==> src/rtl/booth_controlpath_pkg.sv <==
// rtl/booth_controlpath_pkg.sv - shared constants and state encoding for the Booth multiplier control path
// Purpose : operand width, 3-bit binary FSM state encoding, ALU op codes.
//           Shared by the control path and the datapath top level.
package booth_controlpath_pkg;

   // Operand width; the datapath counter is loaded with this value (N iterations).
   localparam int WIDTH = 5;

   typedef enum logic [2:0] {
      S_IDLE  = 3'd0,
      S_LDM   = 3'd1,
      S_LDQ   = 3'd2,
      S_EVAL  = 3'd3,
      S_ADD   = 3'd4,
      S_SUB   = 3'd5,
      S_SHIFT = 3'd6,
      S_DONE  = 3'd7
   } state_t;

   // ALU op select driven on add_sub
   localparam logic OP_ADD = 1'b1;
   localparam logic OP_SUB = 1'b0;

endpackage

==> src/rtl/booth_step_decode.sv <==
// rtl/booth_step_decode.sv - Booth recoding of the {Q0, Q-1} bit pair
// Purpose : decides the arithmetic step of one Booth iteration.
// Ports   : q0, qm1 (in)  - datapath Q[0] and Q(-1)
//           do_add (out)  - pair 01: A <= A + M
//           do_sub (out)  - pair 10: A <= A - M
//           Pairs 00/11 assert neither (shift only).
module booth_step_decode (
   input  logic q0,
   input  logic qm1,
   output logic do_add,
   output logic do_sub
);

   assign do_add = ~q0 &  qm1;
   assign do_sub =  q0 & ~qm1;

endmodule

==> src/rtl/booth_controlpath.sv <==
// rtl/booth_controlpath.sv - Moore control FSM for the signed Booth multiplier datapath
// Purpose : sequences multiplicand load, multiplier load/clear, N add/sub/shift iterations
//           and a one-cycle done pulse. All outputs decode from the state register only.
// Ports   : clk, rst_n (async, active low)
//           abort (in, only when BOOTH_CTRL_ABORT_EN is defined) - return to S_IDLE, no done
//           start (in)           - sampled only in S_IDLE
//           q0, qm1, eqz (in)    - datapath status: Q[0], Q(-1), counter == 0
//           LdA, LdQ, LdM, clrA, clrQ, clrff (out) - register load/clear strobes
//           sftA, sftQ, sftDff (out)               - arithmetic right shift of A:Q:Q-1
//           add_sub, EnableALU (out)               - ALU op (1 = add) and output enable
//           LdCount, decr (out)                    - counter load (WIDTH) / decrement
//           busy, done (out)                       - system-side status
// Config  : BOOTH_CTRL_ABORT_EN - adds the abort input.
module booth_controlpath
   import booth_controlpath_pkg::*;
(
   input  logic clk,
   input  logic rst_n,
`ifdef BOOTH_CTRL_ABORT_EN
   input  logic abort,
`endif
   input  logic start,
   input  logic q0,
   input  logic qm1,
   input  logic eqz,
   output logic LdA,
   output logic LdQ,
   output logic LdM,
   output logic clrA,
   output logic clrQ,
   output logic clrff,
   output logic sftA,
   output logic sftQ,
   output logic sftDff,
   output logic add_sub,
   output logic EnableALU,
   output logic LdCount,
   output logic decr,
   output logic busy,
   output logic done
);

   state_t r_state;
   state_t w_next;
   logic   w_do_add;
   logic   w_do_sub;

   booth_step_decode u_step_decode (
      .q0     (q0),
      .qm1    (qm1),
      .do_add (w_do_add),
      .do_sub (w_do_sub)
   );

   always_ff @(posedge clk or negedge rst_n) begin
      if (!rst_n) begin
         r_state <= S_IDLE;
      end else begin
         r_state <= w_next;
      end
   end

   // Next state. eqz is tested before the bit pair so the counter is never
   // decremented past zero.
   always_comb begin
      w_next = r_state;
      unique case (r_state)
         S_IDLE:  if (start) w_next = S_LDM;
         S_LDM:   w_next = S_LDQ;
         S_LDQ:   w_next = S_EVAL;
         S_EVAL: begin
            if (eqz)           w_next = S_DONE;
            else if (w_do_sub) w_next = S_SUB;
            else if (w_do_add) w_next = S_ADD;
            else               w_next = S_SHIFT;
         end
         S_ADD:   w_next = S_SHIFT;
         S_SUB:   w_next = S_SHIFT;
         S_SHIFT: w_next = S_EVAL;
         S_DONE:  w_next = S_IDLE;
         default: w_next = S_IDLE;
      endcase
`ifdef BOOTH_CTRL_ABORT_EN
      if (abort && (r_state != S_IDLE)) w_next = S_IDLE;
`endif
   end

   // Output decode from the state register only
   always_comb begin
      LdA       = 1'b0;
      LdQ       = 1'b0;
      LdM       = 1'b0;
      clrA      = 1'b0;
      clrQ      = 1'b0;
      clrff     = 1'b0;
      sftA      = 1'b0;
      sftQ      = 1'b0;
      sftDff    = 1'b0;
      add_sub   = OP_SUB;
      EnableALU = 1'b0;
      LdCount   = 1'b0;
      decr      = 1'b0;
      busy      = (r_state != S_IDLE);
      done      = 1'b0;
      unique case (r_state)
         S_LDM: LdM = 1'b1;
         S_LDQ: begin
            LdQ     = 1'b1;
            clrA    = 1'b1;
            clrff   = 1'b1;
            LdCount = 1'b1;
         end
         S_ADD: begin
            EnableALU = 1'b1;
            add_sub   = OP_ADD;
            LdA       = 1'b1;
         end
         S_SUB: begin
            EnableALU = 1'b1;
            add_sub   = OP_SUB;
            LdA       = 1'b1;
         end
         S_SHIFT: begin
            sftA   = 1'b1;
            sftQ   = 1'b1;
            sftDff = 1'b1;
            decr   = 1'b1;
         end
         S_DONE:  done = 1'b1;
         default: ;
      endcase
   end

endmodule

==> config.mk <==
export PLATFORM = sky130hd
export DESIGN_NAME = booth_controlpath
export DESIGN_NICKNAME = d
export VERILOG_FILES = /design/src/rtl/booth_controlpath_pkg.sv /design/src/rtl/booth_step_decode.sv /design/src/rtl/booth_controlpath.sv
export SDC_FILE = /design/constraint.sdc
export NUM_CORES = 1
export LEC_CHECK = 0
export ABC_AREA = 1
export CAP_MARGIN = 40
export CORE_AREA = 2 2 39 41
export DETAILED_ROUTE_END_ITERATION = 8
export DIE_AREA = 0 0 41 43
export PLACE_DENSITY = 0.59
export SETUP_SLACK_MARGIN = 0.5
export SYNTH_ARGS = -nofsm -noshare
export SYNTH_HDL_FRONTEND = slang
export SYNTH_SLANG_ARGS = --single-unit
==> constraint.sdc <==
create_clock -name clk -period 1.09 [get_ports clk]
set_input_delay 0.1635 -clock clk [delete_from_list [all_inputs] [get_ports clk]]
set_output_delay 0.1635 -clock clk [all_outputs]
set_load 0.02 [all_outputs]
==> results of run 1 <==
==> final cells by class <==
class                      instances  area [um^2]  area share
multi-input combinational         22          164       0.298
clock buffer                       4         26.3      0.0477
timing repair buffer              26          234       0.425
inverter                           7         28.8      0.0523
sequential                         3         77.6       0.141
tap                               16         20.0      0.0364
==> metrics by stage <==
step	setup slack, ns	total power, W
6_report	-0.128	0.00176
5_1_grt	-0.187	0.00189
4_1_cts	-0.156	0.00173
3_5_place_dp	-0.351	0.00151
3_3_place_gp	-0.342	0.00151
2_1_floorplan	-0.0166	0.00114
==> kinds of logic (layout without fill, tap and decap cells) <==
group                    after synthesis  after routing
other                                  1              1
adder cells (fa/ha/maj)                1              1
buffers and inverters                 15             37
AND/OR/NAND/NOR                       17             17
flip-flops                             3              3
AO/OA/AOI/OAI                          3              3
==> where the power goes <==
group / switching, W / internal (W) / total (W)
registers: 0.0000980 / 0.000172 / 0.000271
logic: 0.000682 / 0.000610 / 0.00129
clock network: 0.0000556 / 0.000137 / 0.000193
total: 0.000836 / 0.000919 / 0.00176
==> layout by cell type (no fill, tap or decap) <==
cell type / n
clkdlybuf4s50_1: 5
inv_1: 3
nor3_2: 2
dfrtp_2: 2
a21oi_2: 1
conb_1: 1
ha_1: 1
nor2_4: 4
nand2_1: 3
nand2_4: 2
dfrtp_1: 1
inv_2: 3
buf_4: 14
nor2_1: 3
clkbuf_4: 3
clkbuf_1: 1
buf_6: 7
nor2_2: 1
nand2_2: 2
inv_4: 1
o21ai_1: 2
==> synth_stat cells <==
cell,instances
a21oi_2,1
buf_4,8
conb_1,1
dfrtp_1,3
ha_1,1
inv_1,7
nand2_1,5
nand2_2,2
nor2_1,8
nor3_1,2
o21ai_1,2
==> how the worst min path moves through the flow <==
stage | from | end | depth (start not counted)
after floorplan | rst_n | r_state[0] | 0
after global placement | rst_n | r_state[0] | 1
after detailed placement | rst_n | r_state[0] | 1
after CTS | rst_n | r_state[0] | 1
after global routing | rst_n | r_state[1] | 1
final | rst_n | r_state[0] | 1
==> metal layers <==
metal / vias to the layer above / wire (um)
li1: 154 / -
met1: 129 / 210
met2: 14 / 352
met3: 0 / 69
met4: 0 / 0
met5: - / 0
==> worst register-to-register path: cells and delay by family, from the launching register on <==
family	cells	cell delay, ns
DFF	1	0.35
and+or+nand+nor	3	0.21
buffers and inverters	2	0.27
AOI/OAI and AO/OA	1	0.12
==> what timing repair did <==
action                                  CTS  global route
hold buffers                              0             0
hold endpoints to repair                  0             0
endpoints found under the setup margin   17            17
buffers inserted                          1             0
pin swaps                                 3             0
gates resized for setup                  75             6
==> metrics.txt, run 1 <==
max-cap violation count 0; max-slew violation count 0; crit path to clrA; Root Driver clkbuf_4; failing checks setup timing; Clk pin slew, worst setup/hold paths 0.04 ns; Die ar. 0.00176 mm^2; Reg2Reg Depth 6; GRT Total Usage 0.0865; Startpoint Class register; Die X 41 um; delay-heaviest family, CP flip-flops; Post-Syn Area 268 um^2; largest family of logic cells by synthesized area buffers and inverters; Rows 14; Critical Path AT 1.05 ns; cell count after synthesis 40; # DRC 0; layout cells sized above 1 0.677; required time worst endpoint 0.93 ns; GRT Max-Usage Layer met2; Initial DRC Count 2; met3 GRT Util 0.0157; HP Class input pin to asynchronous set/reset pin; dpl cells 73; Synth Area in XOR/XNOR 0; mux contribution to synthesized area 0; dpl cell area 510 um^2; Vias/cell 3.81; H-tree depth 1; fin cells 78; Leak 0.280 nW; post-synthesis register bit count 3; final setup margin -0.128 ns; Synth Area in Simple Gates 0.266; met1 GRT Util 0.0906; initial antenna violation count 0; Reg2Reg Setup Slack around 0.070 ns; WL final 632 um; HPWL after detailed placement 526 um; Sink Count 3; worst r2r src r_state[0]; CP cell instances inv_2, nand2_4, nor2_4, buf_4; GRT overflow 0; top flop regs r_state (3); CP max FO 4; P&R area growth vs syn 106%; post-synth top area share 0.280; Chip Height 43 um; average wire per standard cell between 8 and 9 um; WS Path Type register to output port; flip-flop count of the largest register after layout 3; routing usage on met2 0.144; Reg with most FFs r_state; fin crit period roughly 1.2 ns; CP bufs+invs 2; status finished, violations left; largest net degree at the start of global routing 7; antenna cells 0; RSZ-0062 raised after global routing true; clk_lat worst skew 0.23 ns; IO Pins 21; hold_ws 0.120 ns; Fillers approximately 160; Seq/Total Area, Yosys 0.280; PD cells about 3200 mW/mm^2; Initial Util 0.193; final net count 70; Final period util 1.12; final hold vios 0; top cell type by total area after synthesis dfrtp_1; critical register-to-register path endpoint r_state[0]; Via Count slightly below 300; Core Area approximately 0.0014 mm^2; Setup TNS Final -1.61 ns; Achievable Freq just over 0.8 GHz; Final Util 0.398; dominant cells by area after synthesis dfrtp_1 28%, buf_4 22%, nor2_1 11%; Final setup violation count 14; clock skew 0.00186 ns; Max VDD drop between 1000 and 1500 uV; CP Capture Type output port; vias in the first global route 272; Post-Syn Nets 47; global-route wire length before repair 1.01 mm; Crit-path slowest cell dfrtp_1; critical path depth in cells 4; PortBufs 19; RePlAce Congestion approximately 0.70; DRT Pass-1 Iters 4; Design Area, Final between 500 and 600 um^2; ANT nets after route 0; Netlist cell types 11; compound-cell area share of the yosys netlist 0.0701; adder-cell share of the synthesized area 0.0467; Critical Path Max Stage Delay 0.37 ns; clock buffer depth 2; synth warn 0; CTS tree built; Synth Area per Inst 6.69 um^2; TritonCTS Buffers 3; Setup crit start r_state[0]
Power figures use the tool's default switching activity.
==> run 2: changes to the inputs <==
SLEW_MARGIN = 5   (was not set)
SYNTH_HIERARCHICAL = 1   (was not set)
==> metrics.txt, run 2 <==
Post-Syn Area 264 um^2 (-1.4%); Initial DRC Count 1 (-1); Netlist cell types 11 (unchanged); failing checks setup timing; ANT nets after route 0 (unchanged); Leak 0.324 nW (+16%); routed length on met2 457 um (+30%); CP Capture Type output port; status finished, violations left; final hold vios 0 (unchanged); PortBufs 19 (unchanged); Synth async-reset ratio 1.00 (unchanged); clock skew 0.00361 ns (+0.00175 ns); dominant cells by area after synthesis dfrtp_1 28%, buf_4 23%, nor2_1 16%; CTS tree built; top sig layer met3; clk_lat worst skew 0.23 ns (about the same); Post-synth top cells 11 x nor2_1, 8 x buf_4, 8 x inv_1; Setup TNS Final -2.12 ns (-0.518 ns); Clk pin slew, worst setup/hold paths 0.04 ns (about the same); H-tree depth 1 (unchanged); Die ar. 0.00176 mm^2 (unchanged); Design Area, Final 641 um^2 (+16%); Seq/Total Area, Yosys 0.284 (+0.00399); Reg with most FFs r_state; Die X 41 um (unchanged); largest net degree at the start of global routing 5 (-2); WS Path Type register to output port; GRT Total Usage 0.116 (+0.0293); most common cell in the netlist nor2_1; Max VDD drop 913 uV (-19%); Sink Count 3 (unchanged); cell count after synthesis 43 (+7.5%); antenna cells 0 (unchanged); max-cap violation count 0 (unchanged); WL met3 64 um (-7.2%); HP Class input pin to asynchronous set/reset pin; GRT overflow 0 (unchanged); max-slew violation count 0 (unchanged); WL final 809 um (+28%); Rows 14 (unchanged); top cell type by total area after synthesis dfrtp_1; pre-CTS setup slack -0.384 ns (-0.0329 ns); PD cells 3170 mW/mm^2 (-0.56%); delay-heaviest family, CP flip-flops; synth warn 6 (+6); final net count 78 (+11%); required time worst endpoint 0.93 ns (about the same); Chip Height 43 um (unchanged); post-synth top area share 0.284 (+0.00399); initial antenna violation count 0 (unchanged); HPWL after detailed placement 567 um (+7.8%); Achievable Freq 0.793 GHz (-3.5%); RSZ-0062 raised after global routing true; IO Pins 21 (unchanged); Post-synth EDFFs 0 (unchanged); Post-Syn Nets 49 (+4.3%); Startpoint Class register; global-route wire length before repair 1.32 mm (+31%); Crit-path slowest cell dfrtp_1; CP cell instances inv_2, nand2_4, nor2_4, buf_4; final setup margin -0.171 ns (-0.0437 ns); fin crit period 1.26 ns (+0.0437 ns); Final period util 1.16 (+0.0401); CP bufs+invs 2 (unchanged); Vias/cell 3.91 (+2.6%); # DRC 0 (unchanged); most frequent cells in the layout 14 x buf_4, 13 x buf_6, 6 x nor2_4, 5 x nor2_1, 5 x clkdlybuf4s50_1; RePlAce Congestion 0.680 (-3.2%); Reg2Reg Setup Slack -0.02 ns (-0.09 ns); Root Driver clkbuf_4; Core Area 0.00138 mm^2 (unchanged); commonest non-fill, non-tap cell in the layout buf_4; cts hold-fix bufs 0 (unchanged); layout cells sized above 1 0.704 (+0.0268); CP max FO 4 (unchanged); wire length on met1 287 um (+37%); overall power 0.00203 W (+16%); average wire per standard cell 9.30 um (+15%); vias in the first global route 336 (+24%); dpl cell area 509 um^2 (-0.25%); flip-flop count of the largest register after layout 3 (unchanged); top flop regs r_state (3); TritonCTS Buffers 3 (unchanged); Critical Path Max Stage Delay 0.40 ns (+0.03 ns); ys flop type dfrtp_1; P&R area growth vs syn 143%; Synth Area per Inst 6.14 um^2 (-8.3%); Initial Util 0.191 (-0.00271); hold_ws 0.110 ns (-0.0102 ns); post-synthesis register bit count 3 (unchanged); clock buffer depth 2 (unchanged); Via Count 340 (+14%); Critical Path AT 1.10 ns (+0.05 ns); Final setup violation count 15 (+1); DRT Pass-1 Iters 2 (-2)
[run 2: cell types whose count changed after synthesis]
cell     previous run  this run
a21oi_1             0         1
a21oi_2             1         0
ha_1                1         0
inv_1               7         8
nand2_1             5         6
nand2_2             2         1
nor2_1              8        11
nor3_1              2         1
o21ai_0             0         2
o21ai_1             2         1
[run 2: layout make-up]
cell class	instances	area, um^2
repair buffers	32	302
fillers	137	743
flip-flops and latches	3	77.6
multi-input cells	24	183
clock buffers	4	26.3
well taps	16	20.0
inverters	8	32.5
[run 2: cell families after synthesis]
family | share of synthesized area
compound gates | 0.0758
buf+inv | 0.341
flops | 0.284
other cells | 0.0142
simple gates | 0.284
[run 2: per-layer routing]
layer,GRT usage,up-vias
met2,0.191,13
met1,0.104,151
met5,0,-
met3,0.0524,0
li1,-,176
met4,0.0800,0
[run 2: timing repair]
item	in CTS	in global routing
setup buffers	4	3
pin swaps	3	5
hold endpoints to repair	0	0
resized for setup	79	15
setup endpoints to repair	17	17
[run 2: report_power, final]
part	internal [W]	switching, W	leakage, nW
combinational	0.000785	0.000791	0.277
sequential	0.000172	0.0000883	0.0326
clock	0.000137	0.0000576	0.0150
total	0.00109	0.000937	0.324
[run 2: final timing paths]
| path | start | endpoint | depth (start not counted) |
|---|---|---|---|
| max in group asynchronous | rst_n | r_state[1] | 1 |
| max | r_state[0] | sftQ | 4 |
| min | rst_n | r_state[2] | 1 |
| max reg2reg | r_state[2] | r_state[0] | 6 |
| min reg2reg | r_state[2] | r_state[2] | 2 |
| min in group clk | start | r_state[0] | 3 |
[run 2: per-stage QoR]
| step | utilization | cells |
|---|---|---|
| 2_1_floorplan | - | 43 |
| 3_3_place_gp | 0.368 | 76 |
| 3_5_place_dp | 0.368 | 76 |
| 4_1_cts | 0.408 | 84 |
| 5_1_grt | 0.463 | 87 |
| 6_report | 0.463 | 87 |
==> run 3: changes to the inputs <==
PLACE_DENSITY = 0.57   (was 0.59)
==> metrics.txt, run 3 (synthesis results as in run 2) <==
multi-input logic area 171 um^2 (-6.2%); Fillers 147 (+7.3%); most frequent cells in the layout 20 x buf_4, 7 x buf_6, 5 x nor2_4, 5 x nor2_1, 5 x clkdlybuf4s50_1; Core Area 0.00138 mm^2 (unchanged); DRT Pass-1 Iters 2 (unchanged); Root Driver clkbuf_4; initial antenna violation count 0 (unchanged); # DRC 0 (unchanged); ANT nets after route 0 (unchanged); max-cap violation count 0 (unchanged); RSZ-0062 raised after global routing true; Leak 0.317 nW (-2.2%); Final Util 0.440 (-0.0226); Die ar. 0.00176 mm^2 (unchanged); final setup margin -0.161 ns (+0.0103 ns); pre-CTS setup slack -0.389 ns (-0.00504 ns); PD cells 3210 mW/mm^2 (+1.1%); GRT Total Usage 0.105 (-0.0112); register area 77.6 um^2 (unchanged); global-route wire length before repair 1.24 mm (-6.2%); clock skew 0.00141 ns (-0.00220 ns); CP Capture Type output port; Reg2Reg Setup Slack -0.02 ns (about the same); PortBufs 19 (unchanged); failing checks setup timing; Startpoint Class register; clock buffer depth 2 (unchanged); Initial DRC Count 2 (+1); CP max FO 4 (unchanged); fin crit period 1.25 ns (-0.0103 ns); fin cells 87 (unchanged); status finished, violations left; Achievable Freq 0.799 GHz (+0.82%); top flop regs r_state (3); GRT overflow 0 (unchanged); cts hold-fix bufs 0 (unchanged); Final setup violation count 15 (unchanged); required time worst endpoint 0.93 ns (about the same); Max VDD drop 1240 uV (+36%); clk_lat worst skew 0.23 ns (about the same); largest net degree at the start of global routing 5 (unchanged); IO Pins 21 (unchanged); average wire per standard cell 8.94 um (-3.8%); Sink Count 3 (unchanged); TritonCTS Buffers 3 (unchanged); CTS tree built; Initial Util 0.191 (unchanged); H-tree depth 1 (unchanged); Critical Path AT 1.09 ns (about the same); vias in the first global route 325 (-3.3%); final net count 78 (unchanged); antenna cells 0 (unchanged); WL final 778 um (-3.8%); Reg with most FFs r_state; layout cells sized above 1 0.676 (-0.0282); Via Count 350 (+2.9%); RePlAce Congestion 0.641 (-5.7%); commonest non-fill, non-tap cell in the layout buf_4; Final period util 1.15 (-0.00944); max-slew violation count 0 (unchanged); HP Class input pin to asynchronous set/reset pin; Rows 14 (unchanged); Clk pin slew, worst setup/hold paths 0.04 ns (about the same); Vias/cell 4.02 (+2.9%); WS Path Type register to output port; P&R area growth vs syn 131%; flip-flop count of the largest register after layout 3 (unchanged); HPWL after detailed placement 517 um (-8.8%); final hold vios 0 (unchanged); Die X 41 um (unchanged); dpl cells 76 (unchanged); Chip Height 43 um (unchanged)
-- run 3: repair_timing --
action	4_1_cts	5_1_grt
resized for setup	78	8
pin swaps	1	1
buffers inserted	7	0
endpoints found under the setup margin	17	17
-- run 3: power breakdown --
part / internal, W / switching (W)
logic: 0.000729 / 0.000781
clock network: 0.000137 / 0.0000598
registers: 0.000172 / 0.0000744
-- run 3: layer usage --
| metal | wire length (um) | share of wire | global-route usage | vias to the layer above |
|---|---|---|---|---|
| li1 | - | - | - | 175 |
| met1 | 256 | 0.33 | 0.104 | 160 |
| met2 | 447 | 0.57 | 0.178 | 15 |
| met3 | 74 | 0.095 | 0.0314 | 0 |
| met4 | 0 | 0 | 0.0600 | 0 |
| met5 | 0 | 0 | 0 | - |
-- run 3: critical path: stages, from the launching register on --
cell and delay, ns:
dfrtp_2 0.42, buf_4 0.15, nor2_4 0.12, buf_4 0.15
-- run 3: path summary, 6_finish.rpt --
| kind | startpoint | depth (start not counted) | end |
|---|---|---|---|
| max in group asynchronous | rst_n | 1 | r_state[1] |
| min in group clk | start | 3 | r_state[0] |
| min reg2reg | r_state[2] | 2 | r_state[2] |
| max reg2reg | r_state[0] | 6 | r_state[0] |
| min | rst_n | 1 | r_state[0] |
| max | r_state[2] | 3 | LdQ |
-- run 3: cell type report --
| class | instances | share of cell area |
|---|---|---|
| clock buffer | 4 | 0.0431 |
| sequential | 3 | 0.127 |
| inverter | 8 | 0.0575 |
| timing repair buffer | 32 | 0.458 |
| tap | 16 | 0.0329 |
| multi-input combinational | 24 | 0.281 |
-- run 3: through the flow --
stage,total power [W],hold WS (ns),TNS [ns],area [um^2]
finish,0.00195,0.114,-2.08,609
global route,0.00210,0.115,-2.97,609
CTS,0.00187,0.108,-2.12,577
detailed placement,0.00147,0.359,-4.99,509
global placement,0.00147,0.355,-4.92,509
floorplan,0.00111,-0.132,-0.0355,337
